--- src/rtl/pc_next_unit_pkg.sv ---
// Shared definitions for the program-counter stage: reset default,
// run/halt state encoding and the next-PC source select.
package pc_next_unit_pkg;

  localparam logic [31:0] RESET_PC_DEF = 32'h0000_0000;

  localparam logic STATE_RUN  = 1'b0;
  localparam logic STATE_HALT = 1'b1;

  typedef enum logic [1:0] {
    SEL_SEQ = 2'd0,
    SEL_BR  = 2'd1,
    SEL_J   = 2'd2,
    SEL_JR  = 2'd3
  } pc_sel_e;

endpackage

--- src/rtl/pc_target_calc.sv ---
// Combinational next-PC datapath: sequential, branch, J-type and register
// targets, with the final source picked by the select from the control logic.
module pc_target_calc
  import pc_next_unit_pkg::*;
(
  input  logic [31:0] pc,
  input  pc_sel_e     sel,
  input  logic [31:0] imm_ext,
  input  logic [25:0] jump_target,
  input  logic [31:0] reg_target,
  output logic [31:0] pc_plus4,
  output logic [31:0] next_pc
);

  logic [31:0] br_target;
  logic [31:0] j_target;

  // Candidate targets; all arithmetic wraps modulo 2^32 and the immediate
  // is a word offset, so its top two bits simply fall off the shift.
  always_comb begin
    pc_plus4  = pc + 32'd4;
    br_target = pc_plus4 + (imm_ext << 2);
    j_target  = {pc_plus4[31:28], jump_target, 2'b00};
  end

  // Pick the source chosen by the priority logic in the parent.
  always_comb begin
    next_pc = pc_plus4;
    case (sel)
      SEL_SEQ: next_pc = pc_plus4;
      SEL_BR:  next_pc = br_target;
      SEL_J:   next_pc = j_target;
      SEL_JR:  next_pc = reg_target;
      default: next_pc = pc_plus4;
    endcase
  end

endmodule

--- src/rtl/pc_next_unit.sv ---
// Program-counter stage of the single-cycle core: PC register, run/halt
// control with misaligned-jr fault detection, and retired-instruction counter.
module pc_next_unit
  import pc_next_unit_pkg::*;
#(
  parameter logic [31:0] RESET_PC = RESET_PC_DEF,
  parameter int          CNT_W    = 32
) (
  input  logic             clk,
  input  logic             reset,
  input  logic             stall,
  input  logic             branch,
  input  logic             branch_ne,
  input  logic             alu_zero,
  input  logic             jump,
  input  logic             jump_reg,
  input  logic [31:0]      imm_ext,
  input  logic [25:0]      jump_target,
  input  logic [31:0]      reg_target,
  input  logic             halt_req,
  output logic [31:0]      pc,
  output logic [31:0]      pc_plus4,
  output logic             halted,
  output logic             fault,
  output logic [CNT_W-1:0] retired
);

  logic             state_q, state_d;
  logic [31:0]      pc_q, pc_d;
  logic             fault_q, fault_d;
  logic [CNT_W-1:0] retired_q, retired_d;
  logic             taken;
  logic             jr_misaligned;
  pc_sel_e          sel;
  logic [31:0]      next_pc;

  pc_target_calc u_target (
    .pc          (pc_q),
    .sel         (sel),
    .imm_ext     (imm_ext),
    .jump_target (jump_target),
    .reg_target  (reg_target),
    .pc_plus4    (pc_plus4),
    .next_pc     (next_pc)
  );

  // Resolve the next-PC source by priority: jr, then jump, then taken branch.
  always_comb begin
    taken         = branch & (branch_ne ? ~alu_zero : alu_zero);
    jr_misaligned = jump_reg & (reg_target[1:0] != 2'b00);
    sel           = SEL_SEQ;
    if (jump_reg)   sel = SEL_JR;
    else if (jump)  sel = SEL_J;
    else if (taken) sel = SEL_BR;
  end

  // Next-state logic: halt and fault take precedence over PC updates, stall
  // and the halted state freeze everything.
  always_comb begin
    state_d   = state_q;
    pc_d      = pc_q;
    fault_d   = fault_q;
    retired_d = retired_q;
    if (state_q == STATE_RUN && !stall) begin
      if (halt_req) begin
        state_d   = STATE_HALT;
        retired_d = retired_q + CNT_W'(1);
      end else if (jr_misaligned) begin
        state_d = STATE_HALT;
        fault_d = 1'b1;
      end else begin
        pc_d      = next_pc;
        retired_d = retired_q + CNT_W'(1);
      end
    end
  end

  // State registers with asynchronous reset to the boot PC.
  always_ff @(posedge clk or posedge reset) begin
    if (reset) begin
      state_q   <= STATE_RUN;
      pc_q      <= RESET_PC;
      fault_q   <= 1'b0;
      retired_q <= '0;
    end else begin
      state_q   <= state_d;
      pc_q      <= pc_d;
      fault_q   <= fault_d;
      retired_q <= retired_d;
    end
  end

  assign pc      = pc_q;
  assign halted  = (state_q == STATE_HALT);
  assign fault   = fault_q;
  assign retired = retired_q;

endmodule

--- config.mk ---
export PLATFORM = sky130hd
export DESIGN_NAME = pc_next_unit
export DESIGN_NICKNAME = d
export VERILOG_FILES = /design/src/rtl/pc_next_unit_pkg.sv /design/src/rtl/pc_target_calc.sv /design/src/rtl/pc_next_unit.sv
export SDC_FILE = /design/constraint.sdc
export NUM_CORES = 1
export LEC_CHECK = 0
export CORE_MARGIN = 3
export CORE_UTILIZATION = 46
export CTS_CLUSTER_DIAMETER = 100
export DETAILED_ROUTE_END_ITERATION = 16
export PLACE_DENSITY_LB_ADDON = 0.25
export RECOVER_POWER = 25
export SLEW_MARGIN = 0
export SYNTH_ARGS = -nofsm -noshare
export SYNTH_HDL_FRONTEND = slang
export SYNTH_SLANG_ARGS = --single-unit
--- constraint.sdc ---
create_clock -name clk -period 4.85 [get_ports clk]
set_input_delay 0.97 -clock clk [delete_from_list [all_inputs] [get_ports clk]]
set_output_delay 0.97 -clock clk [all_outputs]
set_load 0.02 [all_outputs]
After elaboration in Yosys (flattened, before gate mapping)
Index checks and enable logic that the tools add are counted.
{ "op_classes": {"n_addsub": 3, "n_eq_ne": 4, "n_mux": 9, "bitwise_logic": 6, "reduce_logical": 9} }
{ "ops": {"columns": ["operator", "count"], "rows": [
  ["$pmux W32 S4", 1],
  ["$mux W32", 2],
  ["$add A32 B1 Y32 const B", 1],
  ["$add A32 B3 Y32 const B", 1],
  ["$add A32 B32 Y32", 1],
  ["$reduce_and A3 Y1", 2],
  ["$eq A2 B2 Y1 const B", 2],
  ["$mux W1", 4],
  ["$mux W2", 2],
  ["$not A1 Y1", 4],
  ["$reduce_and A2 Y1", 2],
  ["$reduce_bool A2 Y1", 2],
  ["$and A1 B1 Y1", 2],
  ["$eq A2 B1 Y1 const B", 1],
  ["$logic_not A2 Y1", 1],
  ["$ne A2 B2 Y1 const B", 1],
  ["$logic_and A1 B1 Y1", 1],
  ["$logic_not A1 Y1", 1]
]} }
{ "word_totals": {"reg_bits": 66, "inputBits": 99, "output_inout_bits": 98, "wordCells": 35} }

Depth between registers and ports, before layout
{ "logic_depth": {"depth_word": 8, "mapped_depth": 17, "mapped_depth_nobuf": 17} }

Hierarchy
A second synthesis with hierarchy kept.
{ "hier_totals": {"hier_cells": 549, "area_unflattened_um2": 5582.9} }
{ "modules_own_cells": {"columns": ["mod", "instances", "cells_per_inst", "area_per_inst_um2", "seq_area_each_um2"], "rows": [
  ["pc_target_calc", 1, 338, 2796.4, 0.0],
  ["pc_next_unit", 1, 211, 2786.4, 1651.6]
]} }

Least setup slack after synthesis
No wires, ideal clock.
{ "synth_timing": {"path_kind": "reg-to-reg", "startpoint": "register pc_q[4], in the netlist pc[4]", "endpoint": "register pc_q[31], in the netlist pc[31]", "setup_ns": 0.065, "t_arrival_ns": 4.045, "t_required_ns": 4.785, "setup_slack_ns": 0.740, "path_stages_with_launch": 17, "path_buffers": 1, "period_less_slack_ns": 4.110, "cell_sequence": "dfrtp_1 and4_4 nand4_4 nor4_4 nand2_1 nor2_1 xor2_1 ha_1 clkbuf_1 a21oi_1 o21bai_1 a21o_1 a21oi_1 o21a_1 o221ai_1 a2111o_1 nand2_1"} }
{ "synth_via": {"elab_chain_cells": 3} }
{ "synth_lines": {"columns": ["item", "line", "rtl"], "rows": [
  ["start: declaration", "pc_next_unit.sv:29", "logic [31:0] pc_q, pc_d;"],
  ["start signal: assignment", "pc_next_unit.sv:87", "pc_q <= pc_d;"],
  ["$add A32 B3 Y32", "pc_target_calc.sv:21", "pc_plus4 = pc + 32'd4;"],
  ["named net pc_plus4[23]", "pc_next_unit.sv:22", "output logic [31:0] pc_plus4,"],
  ["$add A32 B32 Y32", "pc_target_calc.sv:22", "br_target = pc_plus4 + (imm_ext << 2);"],
  ["$pmux W32 S4", "pc_target_calc.sv:29", "case (sel)"]
]} }
The timed path passes the listed nets, and every way through them passes these cells.
A chain may end at the register's enable or synchronous reset.

Worst setup path in the final report
{ "layout_timing": {"startpoint": "register pc_q[2], in the netlist pc[2]", "endpoint": "register pc_q[31], in the netlist pc[31]"} }
{ "layout_via": {"elab_chain_cells": 3} }
{ "layout_lines": {"columns": ["item", "line"], "rows": [
  ["$add A32 B3 Y32 (*)", "pc_target_calc.sv:21"],
  ["$add A32 B32 Y32", "pc_target_calc.sv:22"],
  ["$pmux W32 S4 (*)", "pc_target_calc.sv:29"]
]} }
Every way passes the cells marked *; elsewhere a longest branch is shown, timed or not.

==> metrics.txt <==
status=finished, violations left; failing checks=max-capacitance violations, max-slew violations; cts repair resizes=0; total CTS buffers=9; r2r worst-path depth=15; critical path class=flip-flop to flip-flop; Synth-to-Final Area Change=44.6%; Cell Area, Placed=roughly 7500 sq um; Final Setup Violations=0; Final Non-Filler Cells=roughly 1.0k; min setup slack post-route=0.372 ns; clk_skew=a little under 0.01 ns; Pwr per Cell Area=between 200 and 300 nW/um^2; Final Max Slew Viols=94; post-CTS setup buffers=0; Leak=approximately 3.3 nW; Core ar.=11500 sq um; FF-to-FF Start=pc[2]$_DFFE_PP0P_; Avg Cell Area, Syn=8.25 sq um; FFs w/ async S/R, synth=100%; CP max FO=6; Ports=just under 200; Final Critical Period=between 4 and 5 ns; vias per cell=between 5 and 6; final hold slack=~0.46 ns; port bufs=about 190; die height=approximately 110 microns; Hold Crit Start=fault$_DFFE_PP0P_; Reg2Reg Setup Slack=approximately 0.37 ns; Synth cell types=55; GRT overflow=0; Syn Nets=approximately 800; ANT nets after route=0; design area=7860 sq um; WL final=approximately 18000 microns; clk_lat worst skew=0.34 ns; via count of the first global-routing pass=between 5k and 6k; max cap viols=2; Max VDD drop=~0.00021 V; setup TNS=0 ns; CP startpoint kind=flip-flop; hold endpoint=fault$_DFFE_PP0P_; ys flop type=dfrtp_1; CP Capture Type=flip-flop; Initial Util=47.4%; pin count of the biggest net entering global routing=48; clock sink count=66; Synth Register Bits=66; Residual DRC=0; Fmax=around 220 MHz; RD Place Congestion=0.897; H-Tree Level Count=3; Initial DRT Pass Iterations=6; Post-Place Cells=approximately 980; CTS tree=yes; slew margin rel.=-44.1%; Pwr Total=between 2 and 2.5 mW; worst slack at placement=roughly 0.44 ns; Clock Path Buffers=2; Syn Std Cell Area=roughly 5400 sq um; quantity of hold-fixing buffers added after cts=0; final period utilization=slightly above 90%; first-pass GRT wire length=just under 30000 microns; Post-synth EDFFs=0; Seq/Total Area, Yosys=between 30% and 40%; Die ar.=13200 sq um; Mapped Cells=between 600 and 700; Final Util=around two thirds; Ys Warns=0; Worst Path Required=5.13 ns; Worst EP arrival=4.75 ns; number of diodes=0; Clock Pin Slew Worst Setup and Hold Paths=around 0.06 ns; Final Hold Viols=0; worst min-delay path class=flip-flop to flip-flop; RR Endpoint=pc[31]$_DFFE_PP0P_; initial DRC count=approximately 490; Worst Max-Slew Pin Slew=2.16 ns; initial antenna violation count=0; post-DP HPWL=between 10000 and 15000 microns; Root Driver=clkbuf_16; unrepaired setup endpoints after global routing=false; total number of vias=between 5k and 6k; Total GRT Usage=27.6%; share of post-route cells with drive strength above 1=around 4.2%; nets=988; die width=about 110 microns; Min-Delay Path Depth=1; post-detailed-route wirelength per cell=about 18 microns; FP Rows=39
## cell families (layout without fill, tap and decap cells)
group | count (synthesis) | after routing | synth area share, %
flops | 66 | 66 | 30.4
simple gates | 234 | 234 | 20.7
mux | 4 | 4 | 0.760
fa+ha+maj | 37 | 37 | 8.66
xor+xnor | 83 | 83 | 13.5
buf+inv | 45 | 243 | 3.25
compound gates | 190 | 190 | 22.7
## critical path, cell delays in order, from the launching register on
cell      delay (ns)
dfrtp_1         0.45
ha_1            0.27
nand3_1         0.18
nor2_1          0.35
nand4_1         0.16
xnor2_1         0.35
ha_1            0.34
and3_1          0.19
and2_0          0.15
a221oi_1        0.46
a21boi_1        0.20
a31oi_1         0.36
o21a_1          0.25
o221ai_1        0.18
a2111o_1        0.44
nand2_1         0.07
## metal layers
layer	routed length (microns)	global-route usage [%]	share of wire (%)	vias to the layer above
li1	-	-	-	2786
met1	7410	35.2	41	2747
met2	8710	45.8	48	267
met3	1500	4.18	8.2	49
met4	595	12.5	3.3	0
met5	0	0	0	-
## worst max path at each step
| stage | from | endpoint | slack [ns] | cells after the start |
|---|---|---|---|---|
| floorplan | pc[4]$_DFFE_PP0P_ | pc[31]$_DFFE_PP0P_ | 0.74 | 16 |
| global placement | pc[2]$_DFFE_PP0P_ | pc[31]$_DFFE_PP0P_ | 0.54 | 15 |
| detailed placement | pc[2]$_DFFE_PP0P_ | pc[31]$_DFFE_PP0P_ | 0.44 | 15 |
| CTS | pc[2]$_DFFE_PP0P_ | pc[31]$_DFFE_PP0P_ | 0.41 | 15 |
| global route | pc[2]$_DFFE_PP0P_ | pc[31]$_DFFE_PP0P_ | 0.09 | 15 |
| finish | pc[2]$_DFFE_PP0P_ | pc[31]$_DFFE_PP0P_ | 0.37 | 15 |
## power breakdown
group / internal, mW / switching, mW / total (mW)
clock: 0.452 / 0.258 / 0.710
sequential: 0.592 / 0.0732 / 0.665
combinational: 0.420 / 0.468 / 0.888
## final cells by class
type | count | area, sq um
clock buffers | 10 | 229
clock inverters | 6 | 90.1
fillers | 933 | 3610
inverters | 23 | 86.3
multi-input cells | 548 | 3620
flip-flops and latches | 66 | 1650
well taps | 143 | 179
repair buffers | 204 | 2010
## flip-flops by register name, summed over array words and instances (netlist names)
signal / cells
fault: 1
halted: 1
pc: 32
retired: 32
## cell usage in the layout (no fill, tap or decap), types with 4 or more instances in the layout
| master | synthesis | final |
|---|---|---|
| a211oi_1 | 7 | 7 |
| a22oi_1 | 11 | 11 |
| inv_1 | 23 | 23 |
| o21a_1 | 6 | 6 |
| o21bai_1 | 7 | 7 |
| a21oi_1 | 41 | 41 |
| buf_4 | 2 | 9 |
| clkbuf_16 | 0 | 9 |
| nor2b_1 | 12 | 12 |
| xnor2_1 | 52 | 52 |
| a21o_1 | 9 | 9 |
| o22ai_1 | 8 | 8 |
| nand3_1 | 22 | 22 |
| dfrtp_1 | 66 | 66 |
| a221oi_1 | 10 | 10 |
| a222oi_1 | 7 | 7 |
| nand2_1 | 72 | 72 |
| nor3_1 | 13 | 11 |
| nor2_1 | 71 | 71 |
| o21ai_0 | 50 | 50 |
| xor2_1 | 30 | 30 |
| ha_1 | 36 | 36 |
| o221ai_1 | 4 | 4 |
| a31oi_1 | 11 | 11 |
| nand4_1 | 12 | 12 |
| clkdlybuf4s50_1 | 0 | 192 |
| and3_1 | 15 | 15 |
## synth_stat cells, types with 2 or more instances
master,number,share of area (%)
and2_0,2,0.23
nand4_1,12,1.4
o21a_1,6,0.83
buf_4,2,0.28
o21bai_1,7,0.97
a211oi_1,7,0.97
nor3_1,13,1.2
a22oi_1,11,1.5
a221oi_1,10,1.6
nor2_1,71,4.9
dfrtp_1,66,30
a222oi_1,7,1.3
ha_1,36,8.3
nor2b_1,12,1.4
inv_1,23,1.6
o211ai_1,2,0.28
xnor2_1,52,8.4
a21o_1,9,1.2
a21boi_0,2,0.28
a221o_1,3,0.55
o221ai_1,4,0.64
a21oi_1,41,3.8
xor2_1,30,4.8
nand4_4,2,0.78
and4_1,3,0.48
and3_1,15,1.7
nand3_1,22,2.0
o22ai_1,8,0.92
o21ai_0,50,4.6
nand2_1,72,5.0
a22o_1,3,0.48
a31oi_1,11,1.3
and2_1,3,0.35
clkbuf_1,19,1.3
mux2i_1,3,0.55
Note: power is estimated with default switching activity, not from simulation.
